--- src/rtl/lcd_pkg.sv ---
// Shared types and constants for the character-LCD write scheduler.
package lcd_pkg;

  typedef enum logic [2:0] {
    ST_PWR_WAIT,
    ST_INIT,
    ST_IDLE,
    ST_SETUP,
    ST_E_HIGH,
    ST_HOLD,
    ST_GAP
  } state_e;

  // One latched LCD write: register select plus data byte.
  typedef struct packed {
    logic       rs;
    logic [7:0] data;
  } lcd_wr_t;

  localparam logic [7:0] FUNC_SET   = 8'h3C;
  localparam logic [7:0] DISP_ON    = 8'h0C;
  localparam logic [7:0] ENTRY_MODE = 8'h06;
  localparam logic [7:0] CLEAR      = 8'h01;
  localparam logic [7:0] HOME       = 8'h02;

  localparam logic [7:0] CHAR_0     = 8'h30;
  localparam logic [7:0] CHAR_PLUS  = 8'h2B;
  localparam logic [7:0] CHAR_MINUS = 8'h2D;
  localparam logic [7:0] CHAR_EQ    = 8'h3D;
  localparam logic [7:0] CHAR_BLANK = 8'h20;

  localparam int unsigned INIT_LEN = 4;

  function automatic logic [7:0] init_cmd(input logic [1:0] idx);
    case (idx)
      2'd0:    return FUNC_SET;
      2'd1:    return DISP_ON;
      2'd2:    return ENTRY_MODE;
      default: return CLEAR;
    endcase
  endfunction

  function automatic logic [7:0] char_digit(input logic [3:0] d);
    return 8'(CHAR_0 + {4'b0000, d});
  endfunction

  // Clear and home need the long settle time; everything else the short gap.
  function automatic logic is_slow_cmd(input logic rs, input logic [7:0] data);
    return !rs && (data == CLEAR || data == HOME);
  endfunction

endpackage

--- src/rtl/lcd_rr_arbiter.sv ---
// Two-way round-robin arbiter; a requester whose ack is showing is masked out.
module lcd_rr_arbiter (
  input  logic       clk,
  input  logic       rst,
  input  logic [1:0] req_i,
  input  logic [1:0] ack_i,
  input  logic       accept_i,
  output logic       gnt_vld_c_o,
  output logic       gnt_idx_c_o
);

  logic       ptr_q, ptr_d;
  logic [1:0] elig;

  always_comb begin
    elig        = req_i & ~ack_i;
    gnt_vld_c_o = |elig;
    gnt_idx_c_o = elig[1] && (!elig[0] || ptr_q);
    ptr_d       = ptr_q;
    if (accept_i && gnt_vld_c_o) ptr_d = ~gnt_idx_c_o;
  end

  always_ff @(posedge clk or posedge rst) begin
    if (rst) ptr_q <= 1'b0;
    else     ptr_q <= ptr_d;
  end

endmodule

--- src/rtl/lcd_write_scheduler.sv ---
// Owns the LCD bus: power-up init, then round-robin serialised writes with
// setup / enable / hold / busy-gap timing derived from the system clock.
module lcd_write_scheduler
  import lcd_pkg::*;
#(
  parameter int unsigned T_SU    = 2,
  parameter int unsigned T_EH    = 4,
  parameter int unsigned T_HD    = 2,
  parameter int unsigned GAP     = 40,
  parameter int unsigned CLR_GAP = 1600,
  parameter int unsigned PWR_CYC = 1000,
  parameter int unsigned CW      = 16
) (
  input  logic        clk,
  input  logic        rst,
  input  logic [1:0]  req,
  input  logic [1:0]  req_rs,
  input  logic [15:0] req_data,
  output logic [1:0]  ack,
  output logic        ready,
  output logic        busy,
  output logic        lcd_e,
  output logic        lcd_rs,
  output logic        lcd_rw,
  output logic [7:0]  lcd_data
);

  localparam logic [CW-1:0] LD_PWR  = CW'(PWR_CYC - 1);
  localparam logic [CW-1:0] LD_SU   = CW'(T_SU - 1);
  localparam logic [CW-1:0] LD_EH   = CW'(T_EH - 1);
  localparam logic [CW-1:0] LD_HD   = CW'(T_HD - 1);
  localparam logic [CW-1:0] LD_GAP  = CW'(GAP - 1);
  localparam logic [CW-1:0] LD_CLR  = CW'(CLR_GAP - 1);
  localparam logic [1:0]    INIT_LAST = 2'(INIT_LEN - 1);

  state_e        state_q, state_d;
  logic [CW-1:0] tmr_q, tmr_d;
  logic [1:0]    init_idx_q, init_idx_d;
  logic          gidx_q, gidx_d;
  lcd_wr_t       wr_q, wr_d;
  logic          lcd_e_q, lcd_e_d;
  logic          ready_q, ready_d;
  logic          busy_q, busy_d;
  logic [1:0]    ack_q, ack_d;
  logic          gnt_vld, gnt_idx;
  logic          tmr_done;

  lcd_rr_arbiter u_arb (
    .clk         (clk),
    .rst         (rst),
    .req_i       (req),
    .ack_i       (ack_q),
    .accept_i    (state_q == ST_IDLE),
    .gnt_vld_c_o (gnt_vld),
    .gnt_idx_c_o (gnt_idx)
  );

  // Next-state: every state entry reloads the timer, otherwise it counts to zero and holds.
  always_comb begin
    tmr_done   = (tmr_q == '0);
    state_d    = state_q;
    tmr_d      = tmr_done ? tmr_q : tmr_q - CW'(1);
    init_idx_d = init_idx_q;
    gidx_d     = gidx_q;
    wr_d       = wr_q;
    lcd_e_d    = lcd_e_q;
    ready_d    = ready_q;
    busy_d     = busy_q;
    ack_d      = 2'b00;

    case (state_q)
      ST_PWR_WAIT: begin
        if (tmr_done) state_d = ST_INIT;
      end
      ST_INIT: begin
        wr_d    = '{rs: 1'b0, data: init_cmd(init_idx_q)};
        state_d = ST_SETUP;
        tmr_d   = LD_SU;
      end
      ST_IDLE: begin
        busy_d = 1'b0;
        if (gnt_vld) begin
          gidx_d  = gnt_idx;
          wr_d    = '{rs: req_rs[gnt_idx], data: (gnt_idx ? req_data[15:8] : req_data[7:0])};
          state_d = ST_SETUP;
          tmr_d   = LD_SU;
          busy_d  = 1'b1;
        end
      end
      ST_SETUP: begin
        if (tmr_done) begin
          state_d = ST_E_HIGH;
          lcd_e_d = 1'b1;
          tmr_d   = LD_EH;
        end
      end
      ST_E_HIGH: begin
        if (tmr_done) begin
          state_d = ST_HOLD;
          lcd_e_d = 1'b0;
          tmr_d   = LD_HD;
        end
      end
      ST_HOLD: begin
        if (tmr_done) begin
          state_d = ST_GAP;
          tmr_d   = is_slow_cmd(wr_q.rs, wr_q.data) ? LD_CLR : LD_GAP;
        end
      end
      ST_GAP: begin
        if (tmr_done) begin
          if (!ready_q) begin
            if (init_idx_q == INIT_LAST) begin
              state_d = ST_IDLE;
              ready_d = 1'b1;
              busy_d  = 1'b0;
            end else begin
              init_idx_d = init_idx_q + 2'd1;
              state_d    = ST_INIT;
            end
          end else begin
            ack_d[gidx_q] = 1'b1;
            state_d       = ST_IDLE;
            busy_d        = 1'b0;
          end
        end
      end
      default: state_d = ST_PWR_WAIT;
    endcase
  end

  always_ff @(posedge clk or posedge rst) begin
    if (rst) begin
      state_q    <= ST_PWR_WAIT;
      tmr_q      <= LD_PWR;
      init_idx_q <= 2'd0;
      gidx_q     <= 1'b0;
      wr_q       <= '0;
      lcd_e_q    <= 1'b0;
      ready_q    <= 1'b0;
      busy_q     <= 1'b1;
      ack_q      <= 2'b00;
    end else begin
      state_q    <= state_d;
      tmr_q      <= tmr_d;
      init_idx_q <= init_idx_d;
      gidx_q     <= gidx_d;
      wr_q       <= wr_d;
      lcd_e_q    <= lcd_e_d;
      ready_q    <= ready_d;
      busy_q     <= busy_d;
      ack_q      <= ack_d;
    end
  end

  assign ack      = ack_q;
  assign ready    = ready_q;
  assign busy     = busy_q;
  assign lcd_e    = lcd_e_q;
  assign lcd_rs   = wr_q.rs;
  assign lcd_data = wr_q.data;
  assign lcd_rw   = 1'b0;

endmodule

--- config.mk ---
export PLATFORM = sky130hd
export DESIGN_NAME = lcd_write_scheduler
export DESIGN_NICKNAME = d
export VERILOG_FILES = /design/src/rtl/lcd_pkg.sv /design/src/rtl/lcd_rr_arbiter.sv /design/src/rtl/lcd_write_scheduler.sv
export SDC_FILE = /design/constraint.sdc
export NUM_CORES = 1
export LEC_CHECK = 0
export CORE_MARGIN = 2
export CORE_UTILIZATION = 53
export DETAILED_ROUTE_END_ITERATION = 16
export MAX_ROUTING_LAYER = met4
export PLACE_DENSITY = 0.8
export SYNTH_ARGS = -nofsm -noshare
export SYNTH_HDL_FRONTEND = slang
export SYNTH_SLANG_ARGS = --single-unit
--- constraint.sdc ---
create_clock -name clk -period 2.9 [get_ports clk]
set_input_delay 0.58 -clock clk [delete_from_list [all_inputs] [get_ports clk]]
set_output_delay 0.58 -clock clk [all_outputs]
set_load 0.005 [all_outputs]
Word level (Yosys, flattened, before mapping)
Cells that the tools add are included.
{ "totals": {"ff_bits": 37, "output_inout_bits": 15} }
{ "op_classes": {"add_sub_neg": 2, "n_lt_le_gt_ge": 3, "n_eq_ne": 18, "muxes": 37, "bitwise_logic": 5, "reduce_logical": 22} }
{ "op_table": {"columns": ["operator", "count"], "rows": [
  ["$mux 16", 5],
  ["$pmux 16 s5", 1],
  ["$mux 3", 7],
  ["$pmux 3 s7", 1],
  ["$pmux 6 s3", 1],
  ["$pmux 9 s2", 1],
  ["$logic_not 16->1", 1],
  ["$sub 16x1->16 const B", 1],
  ["$ne 2x2->1 const B", 6],
  ["$mux 1", 11],
  ["$mux 11", 1],
  ["$eq 3x3->1 const B", 3],
  ["$mux 9", 1],
  ["$eq 8x1->1 const B", 1],
  ["$eq 8x2->1 const B", 1],
  ["$mux 2", 4],
  ["$mux 8", 1],
  ["$eq 3x2->1 const B", 2],
  ["$reduce_and 2->1", 3],
  ["$reduce_and 3->1", 2],
  ["$reduce_and 6->1", 1],
  ["$reduce_bool 2->1", 3],
  ["$eq 2x2->1 const B", 2],
  ["$logic_and 1x1->1", 4],
  ["17 further kinds", 23]
]} }

Logic depth before layout (Yosys ltp)
{ "logic_depth": {"depth_word": 9, "depth_mapped": 10} }

Hierarchy
From an unflattened synthesis, not the netlist that was laid out.
{ "hier_totals": {"hier_cells": 241, "area_unflattened_um2": 2260.9} }
{ "by_module_without_submodules": {"columns": ["module", "instances", "cells_per_inst", "area_per_inst_um2"], "rows": [
  ["lcd_write_scheduler", 1, 231, 2180.8],
  ["lcd_rr_arbiter", 1, 10, 80.1]
]} }

Worst setup path after synthesis
No wires, ideal clock.
{ "synth_path": {"path_kind": "reg2reg", "from": "register tmr_q[0]", "to": "register tmr_q[0]", "arrival_ps": 2173, "required_time_ps": 2807, "path_slack_ps": 634, "stages_incl_launch_ff": 10, "n_path_buf": 1, "path_cell_list": "dfstp_2 > inv_1 > ha_1 > or3b_2 > nor4_1 > buf_2 > inv_2 > ha_1 > o31ai_1 > o21ai_0"} }
{ "synth_via": {"elab_chain_cells": 4, "word_cells_on_any_way": 8} }
{ "synth_lines": {"columns": ["item", "line_no", "text"], "rows": [
  ["from (decl)", "lcd_write_scheduler.sv:37", "logic [CW-1:0] tmr_q, tmr_d;"],
  ["from (signal assigned)", "lcd_write_scheduler.sv:145", "tmr_q <= tmr_d;"],
  ["$sub 16x1->16 / $logic_not 16->1 (equally long branches)", "lcd_write_scheduler.sv:62, lcd_write_scheduler.sv:60", null],
  ["$mux 16", "lcd_write_scheduler.sv:62", "tmr_d = tmr_done ? tmr_q : tmr_q - CW'(1);"],
  ["$mux 16 (on tied branches)", null, null],
  ["$pmux 16 s5 *", "lcd_write_scheduler.sv:71", "case (state_q)"],
  ["named net tmr_d[0]", "lcd_write_scheduler.sv:37", null]
]} }
Mark *: on every way through the listed nets, which the timed path passes. The rest lies on a longest branch.
A chain may end at the register's enable or synchronous reset.

Worst setup path after layout
Ends and elaborated chain as after synthesis.

==> results.sh <==
export IMPL_status="complete, no violations"
export IMPL_antenna_found_initial=0
export IMPL_rr_startpoint="tmr_q[0]$_DFF_PP1_"
export IMPL_busiest_layer="met2"
export IMPL_wl_per_cell_um=14.3
export IMPL_via_count=1768
export IMPL_firstDrtPassIters=4
export IMPL_hp_start="busy$_DFFE_PP1P_"
export IMPL_synth_top_family_by_area="simple AND/OR/NAND/NOR gates"
export IMPL_clk_latency_ns=0.30
export IMPL_clock_path_buffers=2
export IMPL_final_common_cell="clkdlybuf4s50_1"
export IMPL_fin_skew_ns=0.00446
export IMPL_dp_slack_ns=0.469
export IMPL_ys_types=50
export IMPL_sw_frac_of_total_pct=22.2
export IMPL_cts_tree="built"
export IMPL_cts_made_buffers=5
export IMPL_grt_pass1_vias=1674
export IMPL_timing_hold_ws_ns=0.488
export IMPL_synthCells=225
export IMPL_yosysSeqAreaShare_pct=43.8
export IMPL_grt_usage_pct=23.3
export IMPL_diodes=0
export IMPL_worst_path_max_fanout=20
export IMPL_worst_setup_path_start_kind="flip-flop"
export IMPL_grt_ovfl_total=0
export IMPL_synth_compound_area_share_pct=15.8
export IMPL_syn_area_um2=2140
export IMPL_p_total_uw=920
export IMPL_ctsResizeCount=0
export IMPL_die_area_um2=4560
export IMPL_slowest_stage="or3b_2"
export IMPL_numPortBuffers=35
export IMPL_place_area_um2=2570
export IMPL_path_common_cell="ha_1"
export IMPL_synth_edff_count=0
export IMPL_worstPathArrival_ns=2.64
export IMPL_r2r_slack_ns=0.49
export IMPL_fin_tns_setup_ns=0
export IMPL_async_reset_ff_share_pct=100
export IMPL_p_int_uw=716
export IMPL_drive_gt1_share_pct=12.5
export IMPL_yosys_warnings=0
export IMPL_setup_violations=0
export IMPL_crit_type="flip-flop to flip-flop"
export IMPL_hold_buffers=0
export IMPL_postLayoutCellArea_um2=2650
export IMPL_powerDensity_nw_per_um2=347
export IMPL_drc_errors=0
export IMPL_synth_flop_cell="dfrtp_1"
export IMPL_syn_nets=254
export IMPL_worst_slew_pin_transition_ns=0.593
export IMPL_finalCritPeriodShare_pct=83.3
export IMPL_hold_viol_final=0
export IMPL_avgSynthCellArea_um2=9.51
export IMPL_use_met2_pct=34.2
export IMPL_via_per_inst=5.65
export IMPL_p_sw_uw=204
export IMPL_crit_buf_inv=3
export IMPL_synthMuxAreaShare_pct=5.26
export IMPL_gp_congestion=0.833
export IMPL_max_stage_delay_ns=0.51
export IMPL_ys_ff_latch=37
export IMPL_top_level_ports=37
export IMPL_grt_use_met3_pct=5.67
export IMPL_power_share_clock_pct=38.0
export IMPL_layout_common_cells="clkdlybuf4s50_1, dfrtp_1, nor2_1"
export IMPL_nFillCells=315
export IMPL_synth_xor_xnor_area_share_pct=4.50
export IMPL_clock_fmax_mhz=414
export IMPL_hp_class="flip-flop to flip-flop"
export IMPL_totalWireLength_um=4460
export IMPL_p_comb_share_pct=5.8
export IMPL_maxSlewHeadroom_pct=60.5
export IMPL_h_tree_depth=2
export IMPL_grt_use_met1_pct=30.4
export IMPL_core_um2=3940
export IMPL_drv_slew=0
export IMPL_crit_chain="inv_1 -> ha_1 -> or3b_2 -> nor4_2 -> buf_12 -> inv_2 -> ha_1 -> o31ai_1 -> o21ai_0"
export IMPL_clk_pin_slew_ns=0.07
export IMPL_synthAdderAreaFrac_pct=4.09
export IMPL_drtIter0Drc=89
export IMPL_die_h_um=67.5
export IMPL_seqPwrFrac_pct=56.1
export IMPL_grt_max_degree=38
export IMPL_fin_crit_ns=2.41
export IMPL_worst_slack_ns=0.486
export IMPL_power_leakage_uw=0.00118
export IMPL_dpl_hpwl_um=3300
export IMPL_rows=23
export IMPL_nNetsFinal=291
export IMPL_synthSimpleGateAreaFrac_pct=22.4
export IMPL_area_growth_pct=24.0
export IMPL_cap_violations=0
export IMPL_ir_drop_mv=0.346
export IMPL_cts_root_buf="clkbuf_8"
export IMPL_clock_sinks=37
export IMPL_crit_start="tmr_q[0]$_DFF_PP1_"
export IMPL_start_util_pct=54.3
export IMPL_post_cts_buffers=0
export IMPL_drtAntennaViolNets=0
export IMPL_grt_pass1_wl_um=7580
export IMPL_worst_setup_path_end_kind="flip-flop"
export IMPL_die_x_um=67.5
export IMPL_worstPathRequired_ns=3.12
export IMPL_rsz0062_at_grt="no"
export IMPL_cpLargestDelayFamily="simple AND/OR/NAND/NOR gates"
kinds of logic (layout without fill, tap and decap cells):
family	count (synthesis)	count (layout)
DFF	37	37
and+or+nand+nor	86	86
muxes	11	11
AOI/OAI and AO/OA	52	52
adders and majority gates	7	7
buffers and inverters	20	58
other	1	1
xor gates and xnor gates	11	11
synthesized netlist by cell type, types with 2 or more instances:
cell,instances,share of area (%)
dfrtp_1,28,33
nor2_1,23,4.0
nand2_1,16,2.8
a21oi_1,13,3.0
o21ai_0,11,2.6
xnor2_1,10,4.1
dfstp_2,9,11
mux2i_1,9,4.2
nor3_1,8,1.9
clkbuf_1,7,1.2
ha_1,7,4.1
inv_1,7,1.2
nor4_1,7,2.0
or3_1,5,1.5
a21o_1,4,1.4
a22o_1,4,1.6
buf_2,4,0.94
nor2b_1,4,1.2
o21ai_1,4,0.94
or4_1,4,1.4
a211oi_1,3,1.1
nand2b_1,3,0.88
and3_1,2,0.58
nand3_1,2,0.47
nor3b_1,2,0.70
nor4b_1,2,0.82
o21a_1,2,0.70
o31ai_1,2,0.70
or4_4,2,1.1
worst reg2reg max path, stage by stage (launching register included):
cell,delay [ns]
dfstp_2,0.39
inv_1,0.05
ha_1,0.19
or3b_2,0.51
nor4_2,0.37
buf_12,0.20
inv_2,0.07
ha_1,0.28
o31ai_1,0.18
o21ai_0,0.10
layout make-up:
cell class                      count  area (µm²)  share of cell area [%]
Clock buffer                        6        72.6                    2.74
Clock inverter                      2        10.0                   0.377
Inverter                            8        30.0                    1.13
Multi-Input combinational cell    168        1120                    42.4
Sequential cell                    37         937                    35.3
Tap cell                           50        62.6                    2.36
Timing Repair Buffer               42         415                    15.7
sequential cells by signal, summed over array words and instances (netlist names), 2 cells and up:
signal	flops
init_idx_q	2
tmr_q	16
lcd_data	8
state_q	3
ack	2
stage by stage:
step                      std cells  util (%)
after floorplan                 225         -
after detailed placement        305      65.2
after CTS                       313      67.3
after global routing            313      67.3
final                           313      67.3
after global placement          305      65.2
routing by layer:
metal  up-vias  wire length, µm
li1        875                -
met1       819             2020
met2        64             2100
met3        10              217
met4         0              125
met5         -                0
path summary, 6_finish.rpt:
path / endpoint / depth (start not counted)
setup / recovery: tmr_q[0]$_DFF_PP1_ / 9
hold / removal: busy$_DFFE_PP1P_ / 2
setup reg to reg: tmr_q[0]$_DFF_PP1_ / 9
hold reg to reg: busy$_DFFE_PP1P_ / 2
max in group asynchronous: tmr_q[1]$_DFF_PP1_ / 3
min in group asynchronous: lcd_data[7]$_DFFE_PP0P_ / 3
power by group through the flow:
stage / clock (µW) / combinational, µW / sequential (µW)
2_1_floorplan: 0 / 21.9 / 526
3_3_place_gp: 0 / 54.3 / 526
3_5_place_dp: 0 / 55.2 / 526
5_1_grt: 379 / 60.2 / 516
6_report: 350 / 53.8 / 516
4_1_cts: 357 / 55.3 / 516
Note: power is estimated with default switching activity, not from simulation.
